===== src/rtl/video_timing_monitor_if.sv =====
// video_timing_monitor_if: raw HS/VS/DE/pixel video stream between a source (master) and a monitor (slave)
// vid_hs/vid_vs active-low syncs, vid_de active-high data enable, vid_d pixel {R,G,B}
interface video_timing_monitor_if;
  logic        vid_hs;
  logic        vid_vs;
  logic        vid_de;
  logic [23:0] vid_d;
  modport master (output vid_hs, vid_vs, vid_de, vid_d);
  modport slave  (input  vid_hs, vid_vs, vid_de, vid_d);
endinterface


===== src/rtl/video_timing_monitor.sv =====
// video_timing_monitor: measures HS/VS/DE stream timing, declares lock on identical frames, captures a probe pixel
// clk/reset: pixel clock, sync active-high reset; vid: video stream (slave)
// probe_x/probe_y: active-area capture coordinate; h_total/h_active/v_total/v_active: latest frame snapshot
// locked/frame_done/timing_err: lock status and pulses; probe_pixel/probe_valid: captured pixel and update pulse
module video_timing_monitor #(
  parameter int CNT_W = 12,
  parameter int LOCK_FRAMES = 2
) (
  input  logic                 clk,
  input  logic                 reset,
  video_timing_monitor_if.slave vid,
  input  logic [CNT_W-1:0]     probe_x,
  input  logic [CNT_W-1:0]     probe_y,
  output logic [CNT_W-1:0]     h_total,
  output logic [CNT_W-1:0]     h_active,
  output logic [CNT_W-1:0]     v_total,
  output logic [CNT_W-1:0]     v_active,
  output logic                 locked,
  output logic                 frame_done,
  output logic                 timing_err,
  output logic [23:0]          probe_pixel,
  output logic                 probe_valid
);
  localparam logic [CNT_W-1:0] MAX = '1;
  localparam int M_W = $clog2(LOCK_FRAMES + 1);
  typedef enum logic [1:0] {IDLE, SEARCH, CHECK, LOCKED} state_t;
  function automatic logic [CNT_W-1:0] sat_inc(input logic [CNT_W-1:0] v, input logic en);
    return (v == MAX) ? v : v + CNT_W'(en);
  endfunction
  function automatic logic ovf(input logic [CNT_W-1:0] v, input logic en);
    return en && v == MAX;
  endfunction
  logic hs1_q, hs1_d, vs1_q, vs1_d, de1_q, de1_d, hs2_q, hs2_d, vs2_q, vs2_d;
  logic hf_q, hf_d, vf_q, vf_d, de2_q, de2_d;
  logic [23:0] d1_q, d1_d, d2_q, d2_d, probe_pixel_q, probe_pixel_d;
  logic [CNT_W-1:0] hcnt_q, hcnt_d, decnt_q, decnt_d, href_q, href_d, dref_q, dref_d;
  logic [CNT_W-1:0] lcnt_q, lcnt_d, acnt_q, acnt_d, px_q, px_d, py_q, py_d;
  logic [CNT_W-1:0] h_total_q, h_total_d, h_active_q, h_active_d, v_total_q, v_total_d, v_active_q, v_active_d;
  logic [CNT_W-1:0] href_l, dref_l, lcnt_l, acnt_l, px_e, py_e;
  logic bad_q, bad_d, bad_l, line_act, first_line, eval, same, ok, hit;
  logic frame_done_q, frame_done_d, timing_err_q, timing_err_d, probe_valid_q, probe_valid_d;
  logic [M_W-1:0] match_q, match_d, match_inc;
  state_t state_q, state_d;
  always_comb begin
    hs1_d = vid.vid_hs;
    vs1_d = vid.vid_vs;
    de1_d = vid.vid_de;
    d1_d = vid.vid_d;
    hs2_d = hs1_q;
    vs2_d = vs1_q;
    hf_d = hs2_q & ~hs1_q;
    vf_d = vs2_q & ~vs1_q;
    de2_d = de1_q;
    d2_d = d1_q;
    // Line close (hf_q) is folded into the *_l values first so a coincident frame close sees the finished line
    line_act = decnt_q != '0;
    first_line = lcnt_q == '0;
    href_l = (hf_q && first_line) ? hcnt_q : href_q;
    dref_l = (hf_q && line_act && dref_q == '0) ? decnt_q : dref_q;
    lcnt_l = sat_inc(lcnt_q, hf_q);
    acnt_l = sat_inc(acnt_q, hf_q && line_act);
    bad_l = bad_q || ovf(lcnt_q, hf_q) || ovf(acnt_q, hf_q && line_act)
          || (!hf_q && (ovf(hcnt_q, 1'b1) || ovf(decnt_q, de2_q)))
          || (hf_q && !first_line && hcnt_q != href_q)
          || (hf_q && line_act && dref_q != '0 && decnt_q != dref_q);
    hcnt_d = hf_q ? CNT_W'(1) : sat_inc(hcnt_q, 1'b1);
    decnt_d = hf_q ? CNT_W'(de2_q) : sat_inc(decnt_q, de2_q);
    href_d = vf_q ? '0 : href_l;
    dref_d = vf_q ? '0 : dref_l;
    lcnt_d = vf_q ? '0 : lcnt_l;
    acnt_d = vf_q ? '0 : acnt_l;
    bad_d = !vf_q && bad_l;
    // The VS edge that leaves IDLE only arms measurement; its partial frame is never evaluated
    eval = vf_q && state_q != IDLE;
    same = {href_l, dref_l, lcnt_l, acnt_l} == {h_total_q, h_active_q, v_total_q, v_active_q};
    ok = !bad_l && same;
    match_inc = match_q + M_W'(1);
    h_total_d = eval ? href_l : h_total_q;
    h_active_d = eval ? dref_l : h_active_q;
    v_total_d = eval ? lcnt_l : v_total_q;
    v_active_d = eval ? acnt_l : v_active_q;
    frame_done_d = eval;
    timing_err_d = eval && state_q == LOCKED && !ok;
    state_d = !vf_q ? state_q :
              state_q == IDLE ? SEARCH :
              bad_l ? SEARCH :
              state_q == SEARCH ? CHECK :
              ok ? ((state_q == LOCKED || int'(match_inc) >= LOCK_FRAMES) ? LOCKED : CHECK) :
              state_q == LOCKED ? SEARCH : CHECK;
    match_d = !eval ? match_q : (state_q == CHECK && ok) ? match_inc : M_W'(1);
    px_e = hf_q ? '0 : px_q;
    py_e = vf_q ? '0 : sat_inc(py_q, hf_q && line_act);
    hit = state_q != IDLE && de2_q && px_e == probe_x && py_e == probe_y;
    px_d = sat_inc(px_e, de2_q);
    py_d = py_e;
    probe_pixel_d = hit ? d2_q : probe_pixel_q;
    probe_valid_d = hit;
  end
  always_ff @(posedge clk) begin
    if (reset) begin
      {hs1_q, vs1_q, hs2_q, vs2_q} <= 4'hF;
      {de1_q, hf_q, vf_q, de2_q, bad_q} <= '0;
      {d1_q, d2_q, probe_pixel_q} <= '0;
      {hcnt_q, decnt_q, href_q, dref_q, lcnt_q, acnt_q, px_q, py_q} <= '0;
      {h_total_q, h_active_q, v_total_q, v_active_q} <= '0;
      {frame_done_q, timing_err_q, probe_valid_q} <= '0;
      match_q <= '0;
      state_q <= IDLE;
    end else begin
      {hs1_q, vs1_q, hs2_q, vs2_q} <= {hs1_d, vs1_d, hs2_d, vs2_d};
      {de1_q, hf_q, vf_q, de2_q, bad_q} <= {de1_d, hf_d, vf_d, de2_d, bad_d};
      {d1_q, d2_q, probe_pixel_q} <= {d1_d, d2_d, probe_pixel_d};
      {hcnt_q, decnt_q, href_q, dref_q} <= {hcnt_d, decnt_d, href_d, dref_d};
      {lcnt_q, acnt_q, px_q, py_q} <= {lcnt_d, acnt_d, px_d, py_d};
      {h_total_q, h_active_q, v_total_q, v_active_q} <= {h_total_d, h_active_d, v_total_d, v_active_d};
      {frame_done_q, timing_err_q, probe_valid_q} <= {frame_done_d, timing_err_d, probe_valid_d};
      match_q <= match_d;
      state_q <= state_d;
    end
  end
  assign h_total = h_total_q;
  assign h_active = h_active_q;
  assign v_total = v_total_q;
  assign v_active = v_active_q;
  assign locked = state_q == LOCKED;
  assign frame_done = frame_done_q;
  assign timing_err = timing_err_q;
  assign probe_pixel = probe_pixel_q;
  assign probe_valid = probe_valid_q;
endmodule


===== src/flat_wrapper.sv =====
// flat-port wrapper written by rule: the top's interface ports become plain ports
module video_timing_monitor_flat 
#(
  parameter int CNT_W = 12,
  parameter int LOCK_FRAMES = 2
)
  (clk, reset, probe_x, probe_y, h_total, h_active, v_total, v_active, locked, frame_done, timing_err, probe_pixel, probe_valid, vid_vid_hs, vid_vid_vs, vid_vid_de, vid_vid_d);
  video_timing_monitor_if vid_i ();
  input  logic clk;
  input  logic reset;
  input  logic [CNT_W-1:0] probe_x;
  input  logic [CNT_W-1:0] probe_y;
  output logic [CNT_W-1:0] h_total;
  output logic [CNT_W-1:0] h_active;
  output logic [CNT_W-1:0] v_total;
  output logic [CNT_W-1:0] v_active;
  output logic locked;
  output logic frame_done;
  output logic timing_err;
  output logic [23:0] probe_pixel;
  output logic probe_valid;
  input wire logic [$bits(vid_i.vid_hs)-1:0] vid_vid_hs;
  input wire logic [$bits(vid_i.vid_vs)-1:0] vid_vid_vs;
  input wire logic [$bits(vid_i.vid_de)-1:0] vid_vid_de;
  input wire logic [$bits(vid_i.vid_d)-1:0] vid_vid_d;
  assign vid_i.vid_hs = vid_vid_hs;
  assign vid_i.vid_vs = vid_vid_vs;
  assign vid_i.vid_de = vid_vid_de;
  assign vid_i.vid_d = vid_vid_d;
  video_timing_monitor #(.CNT_W(CNT_W), .LOCK_FRAMES(LOCK_FRAMES)) u_core (.clk(clk), .reset(reset), .vid(vid_i), .probe_x(probe_x), .probe_y(probe_y), .h_total(h_total), .h_active(h_active), .v_total(v_total), .v_active(v_active), .locked(locked), .frame_done(frame_done), .timing_err(timing_err), .probe_pixel(probe_pixel), .probe_valid(probe_valid));
endmodule

===== config.mk =====
export PLATFORM = sky130hd
export DESIGN_NAME = video_timing_monitor_flat
export DESIGN_NICKNAME = d
export VERILOG_FILES = /design/src/rtl/video_timing_monitor_if.sv /design/src/rtl/video_timing_monitor.sv /design/src/flat_wrapper.sv
export SDC_FILE = /design/constraint.sdc
export NUM_CORES = 1
export LEC_CHECK = 0
export CAP_MARGIN = 15
export CORE_MARGIN = 2
export CORE_UTILIZATION = 33
export DETAILED_ROUTE_END_ITERATION = 10
export GPL_ROUTABILITY_DRIVEN = 0
export PLACE_DENSITY = 0.6
export SYNTH_ARGS = -nofsm -noshare
export SYNTH_HDL_FRONTEND = slang
export SYNTH_SLANG_ARGS = --single-unit

===== constraint.sdc =====
create_clock -name clk -period 4.19 [get_ports clk]
set_input_delay 0.838 -clock clk [delete_from_list [all_inputs] [get_ports clk]]
set_output_delay 0.838 -clock clk [all_outputs]
set_load 0.05 [all_outputs]

# Yosys cells after proc, flatten, opt, wreduce, memory -nomap -nowiden
# Index checks and enable logic that the tools add are counted.
# word_totals
ff_bits,232
in_bits,53
out_inout_bits,76
elab_cells,118
# classes
add_sub_neg,7
n_lt_le_gt_ge,1
n_eq_ne,16
mux,19
bitwise,4
n_reduce_logical,40
# op_table
cell,n
two-way mux 12 bit,8
== test 12 bit (second input constant),6
adder 12 x 1 -> 12 bit,5
== test 48 bit,1
== test 12 bit,2
zero test 12 bit,2
!= test 12 bit,2
nonzero test 12 bit,2
logical AND 1 bit,20
adder 12 x 1 -> 12 bit (second input constant),1
two-way mux 2 bit,6
logical OR 1 bit,7
zero test 1 bit,5
two-way mux 1 bit,5
== test 2 bit (second input constant),2
!= test 2 x 1 -> 1 bit (second input constant),2
OR reduction 2 bit,2
adder 2 x 1 -> 2 bit (second input constant),1
bitwise AND 1 bit,2
== test 2 x 1 -> 1 bit (second input constant),1
>= comparator 2 bit (second input constant),1
zero test 2 bit,1
NOT 1 bit,2
nonzero test 2 bit,1

# Longest topological paths before layout
# Gate-level depths: netlist of the first run.
# depth
depth_word,13
ltp_mapped,15
ltp_nobuf,13

# Worst setup path after synthesis of the first run
# OpenSTA, ideal clock, no wires.
# synth_timing
path_kind,register to register
from,register u_core.decnt_q[8]
to,register u_core.state_q[0]
setup_time_ns,0.073
t_arrival_ns,3.690
required_ns,4.117
path_slack_ns,0.427
path_stages_with_launch,14
path_buffers,1
synth_period_minus_slack_ns,3.763
cell_sequence,dfxtp_1 -> clkbuf_1 -> nor4_1 -> a31oi_1 -> ha_1 -> and4_1 -> and2_2 -> nand2_2 -> mux2i_2 -> o2111ai_1 -> or4_1 -> or4_4 -> o311a_1 -> nor3_2
# synth_via
elab_chain_cells,13
word_cells_on_any_way,25
classes_between,1 x add/sub; 3 x eq/ne; 6 x mux; 15 x reduce/logical
# synth_rtl
element,line,source
from (decl),video_timing_monitor.sv:36,"logic [CNT_W-1:0] hcnt_q, hcnt_d, decnt_q, decnt_d, href_q, href_d, dref_q, dref_d;"
from (signal assigned),video_timing_monitor.sv:113,"{hcnt_q, decnt_q, href_q, dref_q} <= {hcnt_d, decnt_d, href_d, dref_d};"
branches (longest 11 deep; another with adder 12 x 1 -> 12 bit),--,
two-way mux 2 bit (*),video_timing_monitor.sv:86,bad_l ? SEARCH :
two-way mux 2 bit (*),video_timing_monitor.sv:85,state_q == IDLE ? SEARCH :
to (signal assigned),video_timing_monitor.sv:118,state_q <= state_d;
to (decl),video_timing_monitor.sv:43,"state_t state_q, state_d;"
# Every way passes the cells marked *.
# A chain may end at the register's enable or synchronous reset.

# Worst setup path after layout of the first run
# layout_timing
from,register u_core.decnt_q[2]
to,register u_core.state_q[0]
# Same word-level chain as after synthesis.

==> impl_metrics.csv, run 1 <==
group,metric,value,unit
status,run_status,"completed",
timing,finalSetupTns,0,ns
hold_path,min-delay-path-class,"reg -> reg",
critical_path,crit_fanout,4,
synthesis,synthMuxAreaShare,4.54,%
critical_path,cp.required,4.65,ns
global_route,grt_max_degree,92,
global_route,gr-max-usage-layer,"met2",
critical_path,worst_r2r_startpoint,"u_core.decnt_q[2]",
timing,grt_setup_unrepaired,"no",
cts,clock_tree_from_tritoncts,"done",
synthesis,synth_seq_area_share,42.5,%
synthesis,count_of_flip_flops_with_a_built_in_enable_after_synthesis,0,
layout,post_layout_nonfiller_instances,1848,
cts,clock_sinks,232,
cts,cts_hold_repair.buffers,0,
timing,clock_skew,0.0131,ns
global_route,grt_pass1_wl,49.0,mm
critical_path,worstSetupEndpointType,"register",
global_route,met3_usage,2.72,%
global_route,globalRouteMet1Util,23.8,%
route,postRouteWirelength,31.2,mm
floorplan,starting_density_of_the_core,33.5,%
timing,finalWorstSetupSlack,0.279,ns
timing,worstMarginPinSlew,0.941,ns
critical_path,worst-setup-path-type,"reg -> reg",
placed_design,dpl_worst_slack,-0.0288,ns
synthesis,synthSimpleGateAreaFrac,26.0,%
placed_design,buffer_ports.inserted,128,
global_route,grt_pass1_vias,8920,
route,postRouteAntennaNets,0,
timing,period_needed,3.91,ns
global_route,overflow,0,
synthesis,synth_top_family_by_area,"simple AND/OR/NAND/NOR gates",
synthesis,seq_cells_post_synth,232,
power,static-leakage-power,0.00486,uW
timing,slew_headroom,37.3,%
power,p_per_area,358,nW/um^2
route,dr.first_iter.drc_count,671,
placed_design,hpwlAfterDp,23.0,mm
timing,fmaxAchievable,256,MHz
route,firstDrtPassIters,6,
cts,cts_max_path_buffers,3,
global_route,grt.total_usage,17.9,%
layout,num-nets-final,1452,
global_route,grt_use_met2,29.6,%
cts,cts.clk_slew.worst_paths,0.06,ns
power,worst_ir_drop_vdd,0.239,mV
timing,timing.final.crit_share,93.3,%
layout,drive_above_1_share,7.61,%
synthesis,synthTopCellsByArea,"sky130_fd_sc_hd__dfxtp_1 42%, sky130_fd_sc_hd__nor2_1 7.5%, sky130_fd_sc_hd__mux2i_1 4.2%",
synthesis,yosys_synthesis_warning_count,0,
synthesis,yosys.area_share.xor_xnor,7.69,%
critical_path,critical_path.slowest_cell,"sky130_fd_sc_hd__or4_4",
timing,final-setup-viol-count,0,
route,vias,9473,
critical_path,critical_path.max_stage_delay,0.58,ns
floorplan,core.rowCount,66,
cts,cts.htree.levels,1,
timing,timing_max_transition_violations_final,0,
floorplan,die_width,186,um
synthesis,postSynth.asyncResetShare,0,%
layout,area.growth.synth_to_final,24.4,%
hold_path,hold_path_startpoint,"u_core.hs2_q",
floorplan,die_area,34600,um^2
flow_run,number_of_max_cap_violations,0,
placed_design,number_of_placed_instances_taps_included,1802,
cts,cts_inserted_buffers,26,
critical_path,cp_cell_sequence,"nor4_2, a31oi_2, ha_1, and4_1, and2_2, nand2_2, mux2i_2, o2111ai_1, or4_1, or4_4, o311a_1, nor3_2",
route,route.detailed.drc,0,
cts,clock-root-buffer,"sky130_fd_sc_hd__clkbuf_16",
timing,report.final.hold_viol_count,0,
hold_path,hold_path_stages,2,
synthesis,synthAdderAreaFrac,1.26,%
hold_path,worst_hold_path.endpoint,"u_core.hf_q",
synthesis,synthFlopType,"sky130_fd_sc_hd__dfxtp_1",
critical_path,worst-r2r-setup-slack,0.28,ns
layout,final_core_utilization,41.7,%
synthesis,synth_cells,1277,
synthesis,synth.distinct_cells,80,
layout,num_antenna_cells,0,
critical_path,critical_path.startpoint_type,"register",
route,routedWlPerCell,16.9,um
synthesis,post-synth-top-area-fraction,42.5,%
cts,clk_latency,0.54,ns
floorplan,die_h,186,um
synthesis,mappedNetlistArea,10900,um^2
synthesis,synth_compound_gate_area_share,13.4,%
critical_path,signal_arrival_time_at_the_worst_endpoint,4.37,ns
synthesis,cell_type_contributing_the_most_total_cell_area_after_synthesis,"sky130_fd_sc_hd__dfxtp_1",
route,post_dr_vias_cell,5.13,
synthesis,synth_nets,1341,
critical_path,worst-r2r-cell-count,12,
synthesis,post_synth.cell_area_avg,8.57,um^2
global_route,initial_antenna_violation_count,0,
floorplan,core-area,32600,um^2
floorplan,number_of_top_level_pins,129,
critical_path,reg2reg_capture_point,"u_core.state_q[0]",
worst max-delay path: cells and delay by family (launching register included):
family / cells / cell delay [ns]
simple gates: 7 / 2.22
compound gates: 3 / 0.73
flops: 1 / 0.32
mux: 1 / 0.28
fa+ha+maj: 1 / 0.28
cells by family after synthesis:
| kind of cell | count (synthesis) |
|---|---|
| simple gates | 547 |
| compound gates | 217 |
| mux | 48 |
| fa+ha+maj | 11 |
| xor+xnor | 96 |
| buf+inv | 126 |
| flops | 232 |
synth_stat cells (all sizes together) (3+ instances only):
master	count
a2111oi	5
a211oi	47
a21oi	57
a222oi	4
a31oi	13
and2	12
and3	18
and4	9
buf	17
clkbuf	56
dfxtp	232
ha	11
inv	52
mux2i	48
nand2	63
nand2b	11
nand3	44
nand3b	3
nand4	27
nand4b	5
nor2	220
nor2b	59
nor3	20
nor3b	3
nor4	20
nor4bb	4
o2111ai	6
o211ai	4
o21a	4
o21ai	25
o22ai	18
o32ai	8
or2	9
or3	4
or4	10
xnor2	49
xor2	47
report_power, final:
group | switching [uW] | leakage, uW | total, uW | internal [uW]
sequential | 26.1 | 0.00188 | 2270 | 2240
clock | 911 | 0.000430 | 2310 | 1400
combinational | 160 | 0.00255 | 288 | 128
how the worst max path moves through the flow:
| stage | from | to |
|---|---|---|
| floorplan | u_core.decnt_q[8] | u_core.state_q[0] |
| global placement | u_core.decnt_q[1] | u_core.probe_pixel[6] |
| detailed placement | u_core.decnt_q[1] | u_core.probe_pixel[6] |
| CTS | u_core.decnt_q[2] | u_core.probe_pixel[2] |
| global route | u_core.decnt_q[10] | u_core.probe_pixel[9] |
| finish | u_core.decnt_q[2] | u_core.state_q[0] |
placed cells by master (no fill, tap or decap), types with 8 or more instances in the layout:
master / synthesis / routed
sky130_fd_sc_hd__nand2_1: 62 / 62
sky130_fd_sc_hd__and3_1: 18 / 18
sky130_fd_sc_hd__nor2b_1: 59 / 59
sky130_fd_sc_hd__nor4_1: 15 / 12
sky130_fd_sc_hd__or4_1: 9 / 9
sky130_fd_sc_hd__o21ai_0: 24 / 24
sky130_fd_sc_hd__a211oi_1: 47 / 47
sky130_fd_sc_hd__nor2_1: 219 / 218
sky130_fd_sc_hd__a31oi_1: 13 / 12
sky130_fd_sc_hd__ha_1: 11 / 11
sky130_fd_sc_hd__xnor2_1: 49 / 49
sky130_fd_sc_hd__xor2_1: 47 / 47
sky130_fd_sc_hd__and4_1: 9 / 9
sky130_fd_sc_hd__nand4_1: 24 / 24
sky130_fd_sc_hd__clkbuf_16: 0 / 26
sky130_fd_sc_hd__clkbuf_8: 0 / 8
sky130_fd_sc_hd__mux2i_1: 46 / 46
sky130_fd_sc_hd__o32ai_1: 8 / 8
sky130_fd_sc_hd__or2_2: 9 / 9
sky130_fd_sc_hd__a21oi_1: 56 / 56
sky130_fd_sc_hd__buf_4: 1 / 28
sky130_fd_sc_hd__and2_1: 10 / 10
sky130_fd_sc_hd__o22ai_1: 18 / 18
sky130_fd_sc_hd__dfxtp_1: 232 / 232
sky130_fd_sc_hd__nand2b_1: 11 / 11
sky130_fd_sc_hd__clkdlybuf4s50_1: 0 / 127
sky130_fd_sc_hd__inv_1: 52 / 52
sky130_fd_sc_hd__nor3_1: 19 / 19
sky130_fd_sc_hd__nand3_1: 44 / 44
metal layers:
metal	vias to the layer above	part of all wire, %
li1	4679	-
met1	4470	46
met2	270	46
met3	54	5.4
met4	0	2.9
met5	-	0
repair_timing:
action,4_1_cts,5_1_grt
gates resized for setup,1,8
setup buffers,0,0
endpoints found under the setup margin,24,27
through the flow:
step                      total power, uW  hold slack, ns  area, um^2
after detailed placement             2600           0.401       12700
after CTS                            4930           0.411       13600
final                                4870           0.401       13600
after global routing                 5050           0.418       13600
after global placement               2600           0.398       12700
after floorplan                      2480           0.392       10900
area by class of cell:
type	count	area [um^2]
well taps	442	553
clock buffers	38	776
inverters	53	199
multi-input cells	919	5830
repair buffers	156	1500
flip-flops and latches	232	4640
clock inverters	8	106
fillers	3193	19000
(Power assumes the default switching activity.)
==> run 2, diff against run 1 <==
Settings changed: ABC_CLOCK_PERIOD_IN_PS set to 4450, PLACE_DENSITY 0.6 to 0.58.
Clock period 4.19 ns to 4.45 ns, I/O delays scaled along.
==> run 2 against run 1 <==
Against the previous run:
- worst setup slack improved by 0.046 ns
- hold slack better by 0.012 ns
- clock power is 3% lower
- sequential share of layout area increased by 0.11 points
- largest cell class unchanged
==> impl_metrics.csv, run 2 (same netlist as run 1, synthesis figures left out) <==
group,metric,value,unit
status,run_status,"completed",
critical_path,worst-setup-path-type,"reg -> reg",
placed_design,hpwlAfterDp,22.8,mm
timing,final-setup-viol-count,0,
placed_design,placed_area,12600,um^2
critical_path,worstSetupEndpointType,"register",
floorplan,core.rowCount,66,
global_route,initial_antenna_violation_count,0,
power,design_power_total,4640,uW
cts,cts_inserted_buffers,27,
power,worst_ir_drop_vdd,0.240,mV
route,route.detailed.drc,0,
route,post_dr_vias_cell,5.13,
hold_path,hold_path_stages,2,
floorplan,core-area,32600,um^2
timing,report.final.hold_viol_count,0,
critical_path,signal_arrival_time_at_the_worst_endpoint,4.51,ns
floorplan,number_of_top_level_pins,129,
floorplan,die_area,34600,um^2
layout,num_antenna_cells,0,
layout,n_fill_cell,3219,
power,sw_frac_of_total,22.9,%
global_route,grt_max_degree,86,
critical_path,worst_r2r_startpoint,"u_core.decnt_q[5]",
power,p_per_area,342,nW/um^2
hold_path,worst_hold_path.endpoint,"u_core.vf_q",
timing,grt_setup_unrepaired,"no",
floorplan,starting_density_of_the_core,33.5,%
cts,cts_max_path_buffers,3,
global_route,grt.total_usage,17.9,%
global_route,grt_pass1_vias,8937,
flow_run,number_of_max_cap_violations,0,
layout,final_area,13600,um^2
route,routedWlPerCell,16.9,um
cts,clock_sinks,232,
hold_path,hold_path_startpoint,"u_core.vs2_q",
route,highest-signal-layer,"met4",
route,dr.first_iter.drc_count,722,
timing,clock_skew,0.0123,ns
layout,area.growth.synth_to_final,24.0,%
timing,slew_headroom,39.7,%
timing,fmaxAchievable,242,MHz
placed_design,number_of_placed_instances_taps_included,1795,
critical_path,critical_path.max_stage_delay,0.55,ns
route,firstDrtPassIters,5,
critical_path,worst-r2r-cell-count,14,
critical_path,critical_path.startpoint_type,"register",
route,postRouteWirelength,31.2,mm
layout,num-nets-final,1446,
layout,layout.cells.most_common_list,"232 x sky130_fd_sc_hd__dfxtp_1, 218 x sky130_fd_sc_hd__nor2_1, 127 x sky130_fd_sc_hd__clkdlybuf4s50_1",
cts,clock-root-buffer,"sky130_fd_sc_hd__clkbuf_16",
global_route,grt_pass1_wl,49.3,mm
critical_path,worst-r2r-setup-slack,0.32,ns
global_route,overflow,0,
timing,timing_max_transition_violations_final,0,
timing,holdWs,0.413,ns
cts,clock_tree_from_tritoncts,"done",
floorplan,die_h,186,um
power,power.share.combinational,5.9,%
floorplan,die_width,186,um
critical_path,crit_fanout,24,
cts,clk_latency,0.54,ns
route,detail_route.wirelength.met1,14.5,mm
cts,cts.clk_slew.worst_paths,0.06,ns
power,static-leakage-power,0.00484,uW
placed_design,buffer_ports.inserted,128,
power,int_power,3580,uW
cts,cts.htree.levels,1,
power,switching_power,1060,uW
power,pwr-share-clk,48.1,%
critical_path,cp_cell_sequence,"nor4_2, a31oi_2, ha_1, ha_1, nor2b_1, xnor2_1, nor2_1, or4_1, a2111oi_1, o2111ai_1, nor4_4, buf_12, mux2i_1, nor2_1",
hold_path,min-delay-path-class,"reg -> reg",
route,vias,9458,
route,routed_length_on_met2,13.9,mm
timing,worstMarginPinSlew,0.904,ns
critical_path,cp.required,4.84,ns
layout,final_core_utilization,41.6,%
critical_path,reg2reg_capture_point,"u_core.probe_pixel[3]",
layout,final_common_cell,"sky130_fd_sc_hd__dfxtp_1",
layout,drive_above_1_share,7.34,%
layout,post_layout_nonfiller_instances,1845,
route,dr_wl_met3,1.84,mm
route,postRouteAntennaNets,0,
cts,cts_post_setup_buffers_inserted,0,
power,sequentialPowerShare,46.0,%
timing,period_needed,4.13,ns
critical_path,critical_path.slowest_cell,"sky130_fd_sc_hd__or4_1",
timing,timing.final.crit_share,92.7,%
## run 2: cell types whose count changed in the layout (fill, tap and decap cells not counted)
cell	change
sky130_fd_sc_hd__a2111oi_0	+1
sky130_fd_sc_hd__a2111oi_2	-1
sky130_fd_sc_hd__buf_4	-7
sky130_fd_sc_hd__clkbuf_16	+1
sky130_fd_sc_hd__clkbuf_8	-1
sky130_fd_sc_hd__clkinv_2	+4
sky130_fd_sc_hd__clkinv_4	+1
sky130_fd_sc_hd__clkinv_8	-1
sky130_fd_sc_hd__clkinvlp_4	-1
sky130_fd_sc_hd__inv_6	+1
sky130_fd_sc_hd__nor4_2	+1
sky130_fd_sc_hd__nor4_4	-1
## run 2: critical path, delay by kind of cell, from the launching register on
| kind | cells | cell delay [ns] |
|---|---|---|
| buffers and inverters | 1 | 0.25 |
| adder cells (fa/ha/maj) | 2 | 0.51 |
| AO/OA/AOI/OAI | 3 | 1.13 |
| AND/OR/NAND/NOR | 6 | 1.21 |
| multiplexers | 1 | 0.21 |
| XOR/XNOR | 1 | 0.13 |
| flip-flops | 1 | 0.52 |
## run 2: layout make-up
| class | instances | area (um^2) | area share [%] |
|---|---|---|---|
| Inverter | 53 | 199 | 1.47 |
| Multi-Input combinational cell | 919 | 5820 | 42.9 |
| Timing Repair Buffer | 149 | 1450 | 10.7 |
| Tap cell | 442 | 553 | 4.08 |
| Clock buffer | 38 | 787 | 5.80 |
| Sequential cell | 232 | 4640 | 34.2 |
| Clock inverter | 12 | 120 | 0.885 |
## run 2: layer usage
| metal | global-route usage, % | vias to the layer above |
|---|---|---|
| li1 | - | 4673 |
| met1 | 24.7 | 4422 |
| met2 | 28.6 | 297 |
| met3 | 2.86 | 66 |
| met4 | 6.08 | 0 |
| met5 | 0 | - |
## run 2: power groups by stage
stage | Sequential, uW | Clock (uW) | Combinational (uW)
2_1_floorplan | 2190 | 0 | 145
3_3_place_gp | 2180 | 0 | 271
3_5_place_dp | 2180 | 0 | 273
4_1_cts | 2140 | 2290 | 276
5_1_grt | 2140 | 2380 | 298
6_report | 2140 | 2230 | 274
## run 2: worst max path at each step
stage          slack [ns]  depth (start not counted)         startpoint               endpoint
6_report             0.32                         14  u_core.decnt_q[5]  u_core.probe_pixel[3]
3_5_place_dp       -0.009                         12  u_core.decnt_q[4]      u_core.state_q[0]
4_1_cts              0.11                         14  u_core.decnt_q[4]  u_core.probe_pixel[3]
3_3_place_gp        -0.02                         12  u_core.decnt_q[4]      u_core.state_q[0]
2_1_floorplan        0.69                         13  u_core.decnt_q[8]      u_core.state_q[0]
5_1_grt             0.009                         14  u_core.decnt_q[4]  u_core.probe_pixel[1]
## run 2: through the flow
stage | worst slack [ns] | setup TNS, ns
CTS | 0.106 | 0
floorplan | 0.687 | 0
detailed placement | -0.00914 | -0.00914
global route | 0.00925 | 0
global placement | -0.0212 | -0.0212
finish | 0.325 | 0
## run 2: what timing repair did
| item | 4_1_cts | 5_1_grt |
|---|---|---|
| endpoints found under the setup margin | 19 | 25 |
| hold buffers | 0 | 0 |
| gates resized for setup | 2 | 4 |
==> run 3, diff against run 2 <==
Settings changed: ABC_CLOCK_PERIOD_IN_PS 4450 to unset, REMOVE_ABC_BUFFERS set to 1.
==> run 3 against run 2 <==
Against the previous run:
- non-clock buffer count is 6 lower
- register-to-register slack got worse by 0.02 ns
- design area is 0.89% lower
- sequential share of layout area is 0.31 points higher
- largest cell class unchanged
- routed wire length decreased by 0.32%
- critical endpoint is now u_core.state_q[0]
- critical path type unchanged
- clock-buffer cell count unchanged
- flip-flop and latch count did not move
- die area unchanged
- combinational power decreased by 4%
- clock power decreased by 6%
- via count up 0.17%
==> impl_metrics.csv, run 3 (same netlist as run 1, synthesis figures left out) <==
group,metric,value,unit
status,run_status,"completed",
timing,clock_skew,0.0150,ns
layout,final_area,13400,um^2
floorplan,core-area,32600,um^2
timing,timing.final.crit_share,93.1,%
timing,fmaxAchievable,241,MHz
cts,cts.clk_slew.worst_paths,0.06,ns
global_route,met3_usage,2.78,%
global_route,gr-max-usage-layer,"met2",
timing,timing_max_transition_violations_final,0,
timing,worstMarginPinSlew,0.799,ns
layout,num-nets-final,1439,
route,route.detailed.drc,0,
layout,final_common_cell,"sky130_fd_sc_hd__dfxtp_1",
timing,finalWorstSetupSlack,0.309,ns
timing,period_needed,4.14,ns
route,postRouteWirelength,31.1,mm
critical_path,worstSetupEndpointType,"register",
timing,report.final.hold_viol_count,0,
floorplan,die_h,186,um
global_route,grt_pass1_vias,8844,
timing,holdWs,0.415,ns
timing,grt_setup_unrepaired,"no",
route,post_dr_vias_cell,5.16,
placed_design,hpwlAfterDp,22.5,mm
layout,area.growth.synth_to_final,22.9,%
placed_design,placed_area,12600,um^2
layout,drive_above_1_share,6.46,%
cts,cts_max_path_buffers,3,
placed_design,dpl_worst_slack,0.117,ns
cts,cts_resized,0,
timing,final-setup-viol-count,0,
placed_design,number_of_placed_instances_taps_included,1789,
layout,post_layout_nonfiller_instances,1835,
route,routedWlPerCell,17.0,um
cts,clock_sinks,232,
cts,clock-root-buffer,"sky130_fd_sc_hd__clkbuf_16",
cts,clk_latency,0.54,ns
global_route,grt_max_degree,62,
critical_path,critical_path.startpoint_type,"register",
power,p_per_area,335,nW/um^2
floorplan,number_of_top_level_pins,129,
global_route,grt_pass1_wl,48.6,mm
layout,n_fill_cell,3272,
route,firstDrtPassIters,6,
timing,slew_headroom,45.4,%
floorplan,starting_density_of_the_core,33.5,%
cts,cts.htree.levels,1,
critical_path,worst-setup-path-type,"reg -> reg",
critical_path,cp.required,4.91,ns
global_route,globalRouteMet1Util,24.4,%
route,postRouteAntennaNets,0,
global_route,grt.total_usage,17.7,%
global_route,initial_antenna_violation_count,0,
cts,cts_post_setup_buffers_inserted,0,
flow_run,number_of_max_cap_violations,0,
global_route,grt_use_met2,28.2,%
floorplan,core.rowCount,66,
cts,clock_tree_from_tritoncts,"done",
layout,num_antenna_cells,0,
hold_path,min-delay-path-class,"reg -> reg",
route,vias,9474,
critical_path,crit_fanout,8,
floorplan,die_area,34600,um^2
power,static-leakage-power,0.00476,uW
layout,final_core_utilization,41.2,%
cts,cts_hold_repair.buffers,0,
layout,area_of_combinational_cells_with_multiple_inputs,5810,um^2
cts,cts_inserted_buffers,26,
power,worst_ir_drop_vdd,0.278,mV
floorplan,die_width,186,um
critical_path,signal_arrival_time_at_the_worst_endpoint,4.60,ns
placed_design,buffer_ports.inserted,128,
route,dr.first_iter.drc_count,812,
layout,layout.cells.most_common_list,"232 x sky130_fd_sc_hd__dfxtp_1, 218 x sky130_fd_sc_hd__nor2_1, 127 x sky130_fd_sc_hd__clkdlybuf4s50_1",
layout,ff_latch_area,4640,um^2
global_route,overflow,0,
## run 3: cell types whose count changed in the layout (fill, tap and decap cells not counted), sizes merged
cell,delta
clkinv,-3
bufinv,-1
clkinvlp,+1
buf,-6
inv,-1
## run 3: stage by stage
stage | total power (uW) | setup TNS [ns]
after global placement | 2450 | 0
after CTS | 4560 | 0
after detailed placement | 2450 | 0
after floorplan | 2310 | -5.11
final | 4500 | 0
after global routing | 4670 | 0
## run 3: report_power, final
part	total (uW)	internal (uW)	switching (uW)
clock network	2100	1230	865
registers	2140	2110	26.7
logic	264	117	147
total	4500	3460	1040
## run 3: layout make-up
| type | instances | area share (%) |
|---|---|---|
| Timing Repair Buffer | 143 | 10.4 |
| Multi-Input combinational cell | 919 | 43.2 |
| Clock inverter | 8 | 0.605 |
| Sequential cell | 232 | 34.5 |
| Clock buffer | 38 | 5.62 |
| Tap cell | 442 | 4.11 |
| Inverter | 53 | 1.48 |
## run 3: path summary, 6_finish.rpt
check | startpoint | end | slack (ns) | depth (start not counted)
hold / removal | u_core.vs1_q | u_core.vs2_q | 0.42 | 1
setup reg to reg | u_core.decnt_q[8] | u_core.state_q[0] | 0.31 | 12
setup / recovery | u_core.decnt_q[8] | u_core.state_q[0] | 0.31 | 12
hold reg to reg | u_core.vs1_q | u_core.vs2_q | 0.42 | 1
## run 3: per-layer routing
layer	wire [um]	part of all wire [%]	up-vias
met5	0	0	-
met4	893	2.9	0
met3	1760	5.7	59
met2	14100	45	294
met1	14400	46	4470
li1	-	-	4651
## run 3: worst max-delay path: stages, from the launching register on
cell,delay [ns]
sky130_fd_sc_hd__dfxtp_1,0.39
sky130_fd_sc_hd__nor4_2,0.46
sky130_fd_sc_hd__a31oi_2,0.26
sky130_fd_sc_hd__ha_1,0.30
sky130_fd_sc_hd__and4_1,0.25
sky130_fd_sc_hd__and2_2,0.22
sky130_fd_sc_hd__nand2_2,0.09
sky130_fd_sc_hd__mux2i_2,0.29
sky130_fd_sc_hd__o2111ai_1,0.15
sky130_fd_sc_hd__or4_1,0.53
sky130_fd_sc_hd__or4_4,0.58
sky130_fd_sc_hd__o311a_1,0.39
sky130_fd_sc_hd__nor3_2,0.14
